[src/rtl/priority_arbiter.sv]
// rtl/priority_arbiter.sv - fixed-priority N-way arbiter with lock-held registered grant
// Build option: ARB_PREEMPT_EN makes higher-priority requests take the grant immediately.
module priority_arbiter #(
    parameter  int WIDTH = 32,
    localparam int BITW  = $clog2(WIDTH)
) (
    input  logic             clk,
    input  logic             rst,
    input  logic [WIDTH-1:0] req,
    output logic [WIDTH-1:0] grt,
    output logic [BITW:0]    id,
    output logic [WIDTH-1:0] pre_grt,
    output logic [BITW:0]    pre_id
);

    logic [WIDTH-1:0] lowest;
    logic             hold;
    logic [BITW-1:0]  pre_idx;

    // Two's-complement trick isolates the lowest set bit, i.e. the top-priority requester.
    assign lowest = req & (~req + WIDTH'(1));

`ifdef ARB_PREEMPT_EN
    assign hold = 1'b0;
`else
    assign hold = |(req & grt);
`endif

    assign pre_grt = hold ? grt : lowest;

    always_comb begin
        pre_idx = '0;
        for (int i = 0; i < WIDTH; i++) begin
            if (pre_grt[i]) begin
                pre_idx = BITW'(i);
            end
        end
    end

    assign pre_id = {|pre_grt, pre_idx};

    always_ff @(posedge clk or posedge rst) begin
        if (rst) begin
            grt <= '0;
            id  <= '0;
        end else begin
            grt <= pre_grt;
            id  <= pre_id;
        end
    end

endmodule

[config.mk]
export PLATFORM = sky130hd
export DESIGN_NAME = priority_arbiter
export DESIGN_NICKNAME = d
export VERILOG_FILES = /design/src/rtl/priority_arbiter.sv
export SDC_FILE = /design/constraint.sdc
export NUM_CORES = 1
export LEC_CHECK = 0
export ABC_AREA = 1
export BUFFER_PORTS_ARGS = -buffer_cell sky130_fd_sc_hd__buf_2
export CAP_MARGIN = 10
export CELL_PAD_IN_SITES_DETAIL_PLACEMENT = 0
export CELL_PAD_IN_SITES_GLOBAL_PLACEMENT = 1
export CORE_ASPECT_RATIO = 2
export CORE_UTILIZATION = 29
export DETAILED_ROUTE_END_ITERATION = 16
export PLACE_DENSITY = 0.81
export SLEW_MARGIN = 15
export SYNTH_ARGS = -nofsm -noshare
export SYNTH_HDL_FRONTEND = slang
export SYNTH_SLANG_ARGS = --single-unit
[constraint.sdc]
create_clock -name clk -period 4.2 [get_ports clk]
set_clock_uncertainty 0.15 [all_clocks]
set_input_delay 1.05 -clock clk [delete_from_list [all_inputs] [get_ports clk]]
set_output_delay 1.05 -clock clk [all_outputs]
set_load 0.005 [all_outputs]
======== Yosys cells after proc, flatten, opt, wreduce, memory -nomap -nowiden ========
Cells that the tools add are included.
W data, S select, Z words.
storage, ports and cells
  logic and storage cells ................. 40
  input port bits ......................... 34
  output and inout bits ................... 76
  register bits after elaboration ......... 38
cells by class
  multiplexer cells ....................... 32
  reduce and logical (&&, ||, !) cells .... 2
  bitwise operators ....................... 3
  $add $sub $neg .......................... 1
operator list
  operator                 number
  $mux W5                  30
  $and A32 B32 Y32         2
  $reduce_or A32 Y1        2
  $add A32 B1 Y32 const B  1
  $mux W32                 1
  $not A32 Y32             1
  $mux W1                  1

======== Logic depth before layout (Yosys ltp) ========
Gate-level depths: netlist (run 1).
  depth in word-level cells ............... 35
  depth in mapped cells ................... 38
  gate-level depth less buffers ........... 38

======== Worst setup path before layout (run 1) ========
Ideal clock, no wire load.
  kind .................................... input-to-output
  from .................................... input port req[0]
  to ...................................... output port pre_id[5]
  slack ................................... -294 ps
  data required time ...................... 3000 ps
  buffers on the path ..................... 0
  stages on the path ...................... 29
  arrival ................................. 3294 ps
  path through ............................ inv_2 > nand2_2 > inv_2 > nand2_2 > nor2_4 > inv_2 > nor2_4 > nand2_2 > nor2_4 > nand4_2 > nor2_2 > nand2_1 > nor2_2 > inv_2 > nor2_2 > inv_2 > nor2_4 > nand2_2 > nor2_2 > inv_2 > nor2_2 > inv_2 > nor2_4 > inv_4 > o41ai_4 > nor2_2 > nand2_1 > nor2_1 > nand3_1
on the way
  cells in the longest elaborated chain, start to end .. 5
  elaborated cells between the ends (all ways) .. 7
  classes of those cells .................. 1 x add/sub; 1 x mux; 3 x bitwise; 2 x reduce/logical
ends and longest elaborated chain
  element              line  RTL
  from (decl)          9     input logic [WIDTH-1:0] req,
  $not A32 Y32         21    assign lowest = req & (~req + WIDTH'(1));
  $add A32 B1 Y32      21
  $and A32 B32 Y32     21
  $mux W32 *           29    assign pre_grt = hold ? grt : lowest;
  via pre_grt[28]      12    output logic [WIDTH-1:0] pre_grt,
  $reduce_or A32 Y1 *  40    assign pre_id = {|pre_grt, pre_idx};
  to (decl)            13    output logic [BITW:0] pre_id
The timed path passes the listed nets; every way through them passes the cells marked *.

======== Worst setup path in the final report (run 1) ========
  from .................................... input port req[1]
  to ...................................... output port pre_id[5]
on the way
  cells in the longest elaborated chain, start to end .. 5
  elaborated cells between the ends (all ways) .. 7
  classes of those cells .................. 1 x add/sub; 1 x mux; 3 x bitwise; 2 x reduce/logical
ends and longest elaborated chain
  element              line
  $not A32 Y32         21
  $add A32 B1 Y32      21
  $and A32 B32 Y32     21
  $mux W32 *           29
  $reduce_or A32 Y1 *  40
Every way passes the cells marked *; elsewhere a longest branch is shown, timed or not.

==> results.ini, run 1 <==
[outcome]
status = finished, violations left
violations = setup timing

[place]
placed_cells = 670
dpl_cell_area_mm2 = 0.00393
io_buffers = 109
place_hpwl_mm = 7.05
dp_slack_ns = -0.883
gp_congestion = 0.838

[clock_tree]
cts_hold_buf = 0
cts_root_buffer = clkbuf_16
clockBufferDepth = 2
cts.htree.levels = 2
path_clk_slew_ns = 0.06
worst_skew_pair.late_latency_ns = 0.28
cts_tree = yes
clock_sinks = 38
cts_buffers = 5

[sta]
setup_viol = 18
worst_pin_slew_ns = 0.808
rsz0062_at_grt = true
setup_slack_ns = -0.823
tns_ns = -9.30
fmax_mhz = 199
slew_violations = 0
post-route-period-util_pct = 120
finalHoldViolCount = 0
slew-limit-headroom_pct = 46.1
min_period_ns = 5.02

[cells_and_area]
layout_commonest_cell = nand2_1
num_antenna_cells = 0
final_cells = 711
fin_area_mm2 = 0.00454
nFillCells = 828
syn2layout_area_growth_pct = 81.9
drive_gt1_share_pct = 50.9
final_nets = 646
final_cell_mix = nand2_1 (136), buf_4 (131), buf_2 (99)

[routing]
viasPerCell = 4.56
wire_per_inst_um = 12.7
firstDrtPassIters = 4
routed_wl_mm = 9.03
vias = 3241
antenna_left = 0
drtIter0Drc = 130
drc = 0

[power_and_ir_drop]
power_density_mw_per_mm2 = 329
ir_drop_uv = 343
leakagePower_nw = 2.79

[logic_synthesis]
ys_seq_area_share_pct = 38.1
ys_ff_latch = 38
syn_nets = 401
synth_top_cell_by_area = dfrtp_1
synth_cells = 367
avgSynthCellArea_um2 = 6.80
ys.flop_type = dfrtp_1
synth-edff-count = 0
synthDistinctLibCells = 31
synthXorXnorAreaFrac_pct = 0
async_reset_ff_share_pct = 100
yosys.area_share.simple_pct = 40.3
synth_top_family_by_area = simple AND/OR/NAND/NOR gates
synth_area_leaders = dfrtp_1 (38%), nand2_1 (21%), inv_1 (9.2%)
synthMuxAreaShare_pct = 0
synth_fa_ha_area_share_pct = 0
synth_area_mm2 = 0.00249
yosys_warnings = 0
synth_compound_area_share_pct = 9.43
yosys.area.top_type_share_pct = 38.1

[flow_run]
max_cap_violations = 0

[critical_path]
criticalPathCategory = in -> out
cp-end-kind = primary output
arrival_ns = 3.82
crit_top_cell = nor2_4
worst_path_max_delay_cell = o41ai_4
start_kind = primary input
cp_max_fo = 5
timing.rr.end = id[3]
r2r_cells = 32
critPathTopFamily = simple AND/OR/NAND/NOR gates
path_buf_inv = 10
r2r_slack_ns = -0.25
max_stage_delay_ns = 0.30
worstReg2RegStart = grt[23]
crit_required_ns = 3.00

[die]
coreArea_mm2 = 0.00829
die_w_um = 67.6
die_area_mm2 = 0.00900
die_h_um = 133
fp-row-count = 47
start_util_pct = 30.1
ios = 110

[min_path]
holdPathStages = 3
hold_end = grt[9]
worstHoldPathType = reg -> reg
hp-start = grt[9]

[grt]
first_global_vias = 3222
grt_max_degree = 23
grt_usage_pct = 21.0
grt_pass1_wl_mm = 14.1
grt_overflow_total = 0
antenna_found_initial = 0

==> sequential cells by signal, indices dropped and copies added (netlist names) <==
| name | count |
|---|---|
| id | 6 |
| grt | 32 |
==> worst max-delay path by stage <==
| stage | startpoint | to | slack [ns] | cells after the start |
|---|---|---|---|---|
| after floorplan | req[0] | pre_id[5] | -0.27 | 29 |
| after global placement | req[0] | pre_id[5] | -0.83 | 31 |
| after detailed placement | req[0] | pre_id[5] | -0.88 | 31 |
| after CTS | req[1] | pre_id[5] | -0.78 | 31 |
| after global routing | req[20] | pre_id[0] | -1.06 | 40 |
| final | req[1] | pre_id[5] | -0.82 | 31 |
==> synthesized netlist by cell type, types with 2 or more instances <==
cell,instances
nand2_1,138
inv_1,61
dfrtp_1,38
nor2_1,32
nand3_1,18
inv_2,10
nor2_2,10
nor3_1,7
nand2_2,6
o31ai_1,6
nor2_4,5
and2_1,4
a21oi_1,3
nand4_1,3
o21ai_0,3
o22ai_1,3
o41ai_4,3
buf_2,2
nor4_1,2
o31ai_2,2
==> what timing repair did <==
action | 4_1_cts | 5_1_grt
pin swaps | 4 | 9
gates resized for setup | 33 | 18
buffers inserted | 31 | 5
setup endpoints to repair | 19 | 24
gates cloned | 0 | 0
==> area by class of cell <==
type	instances	area, um^2	area share (%)
Clock buffer	7	143	3.14
Clock inverter	1	5.00	0.110
Inverter	73	302	6.64
Multi-Input combinational cell	251	1370	30.2
Sequential cell	38	951	21.0
Tap cell	98	123	2.70
Timing Repair Buffer	243	1650	36.3
==> metrics by stage <==
step | util, % | hold WS, ns | power [mW]
2_1_floorplan | - | 0.407 | 0.724
3_3_place_gp | 47.4 | 0.467 | 1.03
3_5_place_dp | 47.4 | 0.481 | 1.04
4_1_cts | 53.5 | 0.494 | 1.46
5_1_grt | 54.7 | 0.521 | 1.59
6_report | 54.7 | 0.491 | 1.49
==> tightest hold or removal path: cells and delay by family (launching register included) <==
kind,cells,cell delay (ns)
buffers and inverters,1,0.12
flip-flops,1,0.36
AND/OR/NAND/NOR,1,0.07
AO/OA/AOI/OAI,1,0.07
==> where the power goes <==
| group | switching (mW) | internal [mW] | leakage, nW | total (mW) |
|---|---|---|---|---|
| Combinational | 0.386 | 0.305 | 2.19 | 0.691 |
| Clock | 0.149 | 0.236 | 0.0739 | 0.385 |
| Sequential | 0.0207 | 0.397 | 0.520 | 0.418 |
| Total | 0.556 | 0.938 | 2.79 | 1.49 |
==> cells by family after synthesis <==
group                  count (synthesis)
AND/OR/NAND/NOR                      228
buffers and inverters                 78
flip-flops                            38
AO/OA/AOI/OAI                         23
==> routing by layer <==
layer	GRT usage, %	routed length (um)	vias to the layer above
met5	0	0	-
met4	8.98	298	0
met3	2.48	258	19
met2	42.4	5490	87
met1	19.0	2990	1526
li1	-	-	1609
Power figures use the tool's default switching activity.
==> run 2: changes to the inputs <==
--- a/config.mk
+++ b/config.mk
@@ -6,14 +6,14 @@
 export NUM_CORES = 1
 export LEC_CHECK = 0
 export ABC_AREA = 1
-export BUFFER_PORTS_ARGS = -buffer_cell sky130_fd_sc_hd__buf_2
 export CAP_MARGIN = 10
 export CELL_PAD_IN_SITES_DETAIL_PLACEMENT = 0
 export CELL_PAD_IN_SITES_GLOBAL_PLACEMENT = 1
 export CORE_ASPECT_RATIO = 2
-export CORE_UTILIZATION = 29
+export CORE_UTILIZATION = 39
 export DETAILED_ROUTE_END_ITERATION = 16
-export PLACE_DENSITY = 0.81
+export DONT_BUFFER_PORTS = 1
+export PLACE_DENSITY = 0.87
 export SLEW_MARGIN = 15
 export SYNTH_ARGS = -nofsm -noshare
 export SYNTH_HDL_FRONTEND = slang
==> run 2 against run 1 <==
Net effect: the run still ends with setup timing left; core utilization increased by 1.9 points; cell count decreased by 26%; fmax increased by 6.6%; clock power increased by 7.8%; combinational power decreased by 27%; total power decreased by 10%; critical path depth decreased by 2; die area decreased by 25%; first-iteration DRC count decreased by 28%; via count decreased by 23%; global-route usage about the same; critical path type unchanged.
==> results.ini, run 2 (same netlist as run 1, synthesis figures left out) <==
[clock_tree]
clockBufferDepth = 2  ; unchanged
cts.htree.levels = 2  ; unchanged
path_clk_slew_ns = 0.06  ; about the same
clock_sinks = 38  ; unchanged
cts_root_buffer = clkbuf_16
cts_tree = yes
worst_skew_pair.late_latency_ns = 0.28  ; about the same
cts_buffers = 5  ; unchanged

[critical_path]
cp_max_fo = 5  ; unchanged
cp-end-kind = primary output
start_kind = primary input
criticalPathCategory = in -> out
arrival_ns = 3.51  ; -0.31 ns
worst_path_max_delay_cell = o41ai_4
crit_required_ns = 3.00  ; about the same
max_stage_delay_ns = 0.28  ; -0.02 ns
critPathTopFamily = simple AND/OR/NAND/NOR gates
path_buf_inv = 8  ; -2

[cells_and_area]
multi_input_area_mm2 = 0.00134  ; -2.3%
num_antenna_cells = 0  ; unchanged
largestRegisters = grt (32), id (6)
layout_commonest_cell = nand2_1
regMostFlops = grt
register_area_um2 = 951  ; unchanged
syn2layout_area_growth_pct = 38.6
largest_reg_flops = 32  ; unchanged
final_cell_mix = nand2_1 (132), buf_4 (68), inv_1 (61)
drive_gt1_share_pct = 30.5  ; -20 points
final_cells = 527  ; -26%
fin_util_pct = 56.6  ; +1.9 points
final_nets = 476  ; -26%
nFillCells = 601  ; -27%
fin_area_mm2 = 0.00346  ; -24%

[sta]
slew_violations = 0  ; unchanged
post-route-period-util_pct = 112  ; -7.4 points
setup_slack_ns = -0.513  ; +0.309 ns
holdWs_ns = 0.502  ; +0.0117 ns
worst_pin_slew_ns = 0.989  ; +0.182 ns
tns_ns = -5.06  ; +4.24 ns
fmax_mhz = 212  ; +6.6%
setup_viol = 13  ; -5
rsz0062_at_grt = true
finalHoldViolCount = 0  ; unchanged
slew-limit-headroom_pct = 34.0  ; -12 points
min_period_ns = 4.71  ; -0.309 ns

[grt]
first_global_vias = 2480  ; -23%
grt_max_degree = 26  ; +13%
antenna_found_initial = 0  ; unchanged
grt_overflow_total = 0  ; unchanged
grt_pass1_wl_mm = 10.6  ; -25%
grt_usage_pct = 21.0  ; -0.026 points

[die]
fp-row-count = 40  ; -15%
die_area_mm2 = 0.00674  ; -25%
die_w_um = 58.6  ; -13%
die_h_um = 115  ; -14%
start_util_pct = 40.9  ; +11 points
ios = 110  ; unchanged
coreArea_mm2 = 0.00611  ; -26%

[outcome]
violations = setup timing
status = finished, violations left

[place]
io_buffers = 0  ; -100%
placed_cells = 508  ; -24%
place_hpwl_mm = 5.72  ; -19%
gp_congestion = 0.835  ; -0.26%
dp_slack_ns = -0.528  ; +0.355 ns
dpl_cell_area_mm2 = 0.00308  ; -22%

[routing]
firstDrtPassIters = 4  ; unchanged
vias = 2494  ; -23%
viasPerCell = 4.73  ; +3.8%
drtIter0Drc = 94  ; -28%
antenna_left = 0  ; unchanged
routed_wl_mm = 7.22  ; -20%
wire_per_inst_um = 13.7  ; +7.8%
drc = 0  ; unchanged

[power_and_ir_drop]
power_mw = 1.34  ; -10%
ir_drop_uv = 251  ; -27%
leakagePower_nw = 1.94  ; -31%
power_density_mw_per_mm2 = 389  ; +18%

[min_path]
worstHoldPathType = reg -> reg

[flow_run]
max_cap_violations = 0  ; unchanged

[run 2: cell count changes in the layout (fill, tap and decap cells not counted), moves of 3 or more]
| cell | previous run | this run |
|---|---|---|
| nor2_4 | 11 | 7 |
| nand2_1 | 136 | 132 |
| buf_6 | 10 | 4 |
| nand2_2 | 6 | 10 |
| and2_1 | 1 | 4 |
| buf_4 | 131 | 68 |
| buf_2 | 99 | 0 |
| nor2_2 | 7 | 10 |
| and2_4 | 3 | 0 |
| inv_2 | 11 | 7 |
| inv_1 | 58 | 61 |
[run 2: area by class of cell]
class,instances,share of cell area [%]
multi-input cells,251,38.7
flip-flops and latches,38,27.5
repair buffers,73,16.6
inverters,73,9.30
clock buffers,8,4.81
well taps,84,3.04
[run 2: where the power goes]
| group | switching [mW] | internal, mW | leakage, nW |
|---|---|---|---|
| clock network | 0.146 | 0.269 | 0.0832 |
| registers | 0.0255 | 0.397 | 0.520 |
| logic | 0.316 | 0.190 | 1.33 |
[run 2: per-layer routing]
| metal | GRT usage (%) | vias to the layer above | wire length [um] |
|---|---|---|---|
| met4 | 7.46 | 0 | 116 |
| li1 | - | 1268 | - |
| met5 | 0 | - | 0 |
| met1 | 18.8 | 1148 | 2380 |
| met2 | 43.1 | 69 | 4400 |
| met3 | 4.50 | 9 | 324 |
[run 2: worst reg2reg max path: cells and delay by family, from the launching register on]
kind	cells	cell delay [ns]
and+or+nand+nor	38	2.23
DFF	1	0.41
buffers and inverters	1	0.15
[run 2: path summary, 6_finish.rpt]
kind | slack [ns] | end | cells past startpoint | startpoint
max in group asynchronous | 2.38 | grt[21] | 2 | rst
min in group asynchronous | 0.74 | grt[31] | 1 | rst
max | -0.51 | pre_id[3] | 29 | req[0]
min | 0.50 | id[0] | 3 | grt[30]
max reg2reg | 1.18 | id[0] | 39 | grt[20]
min reg2reg | 0.50 | id[0] | 3 | grt[30]
[run 2: what timing repair did]
item,CTS,global route
gates resized for setup,5,25
setup endpoints to repair,13,17
hold buffers,0,0
gates cloned,0,0
buffers inserted,4,7
pin swaps,1,3
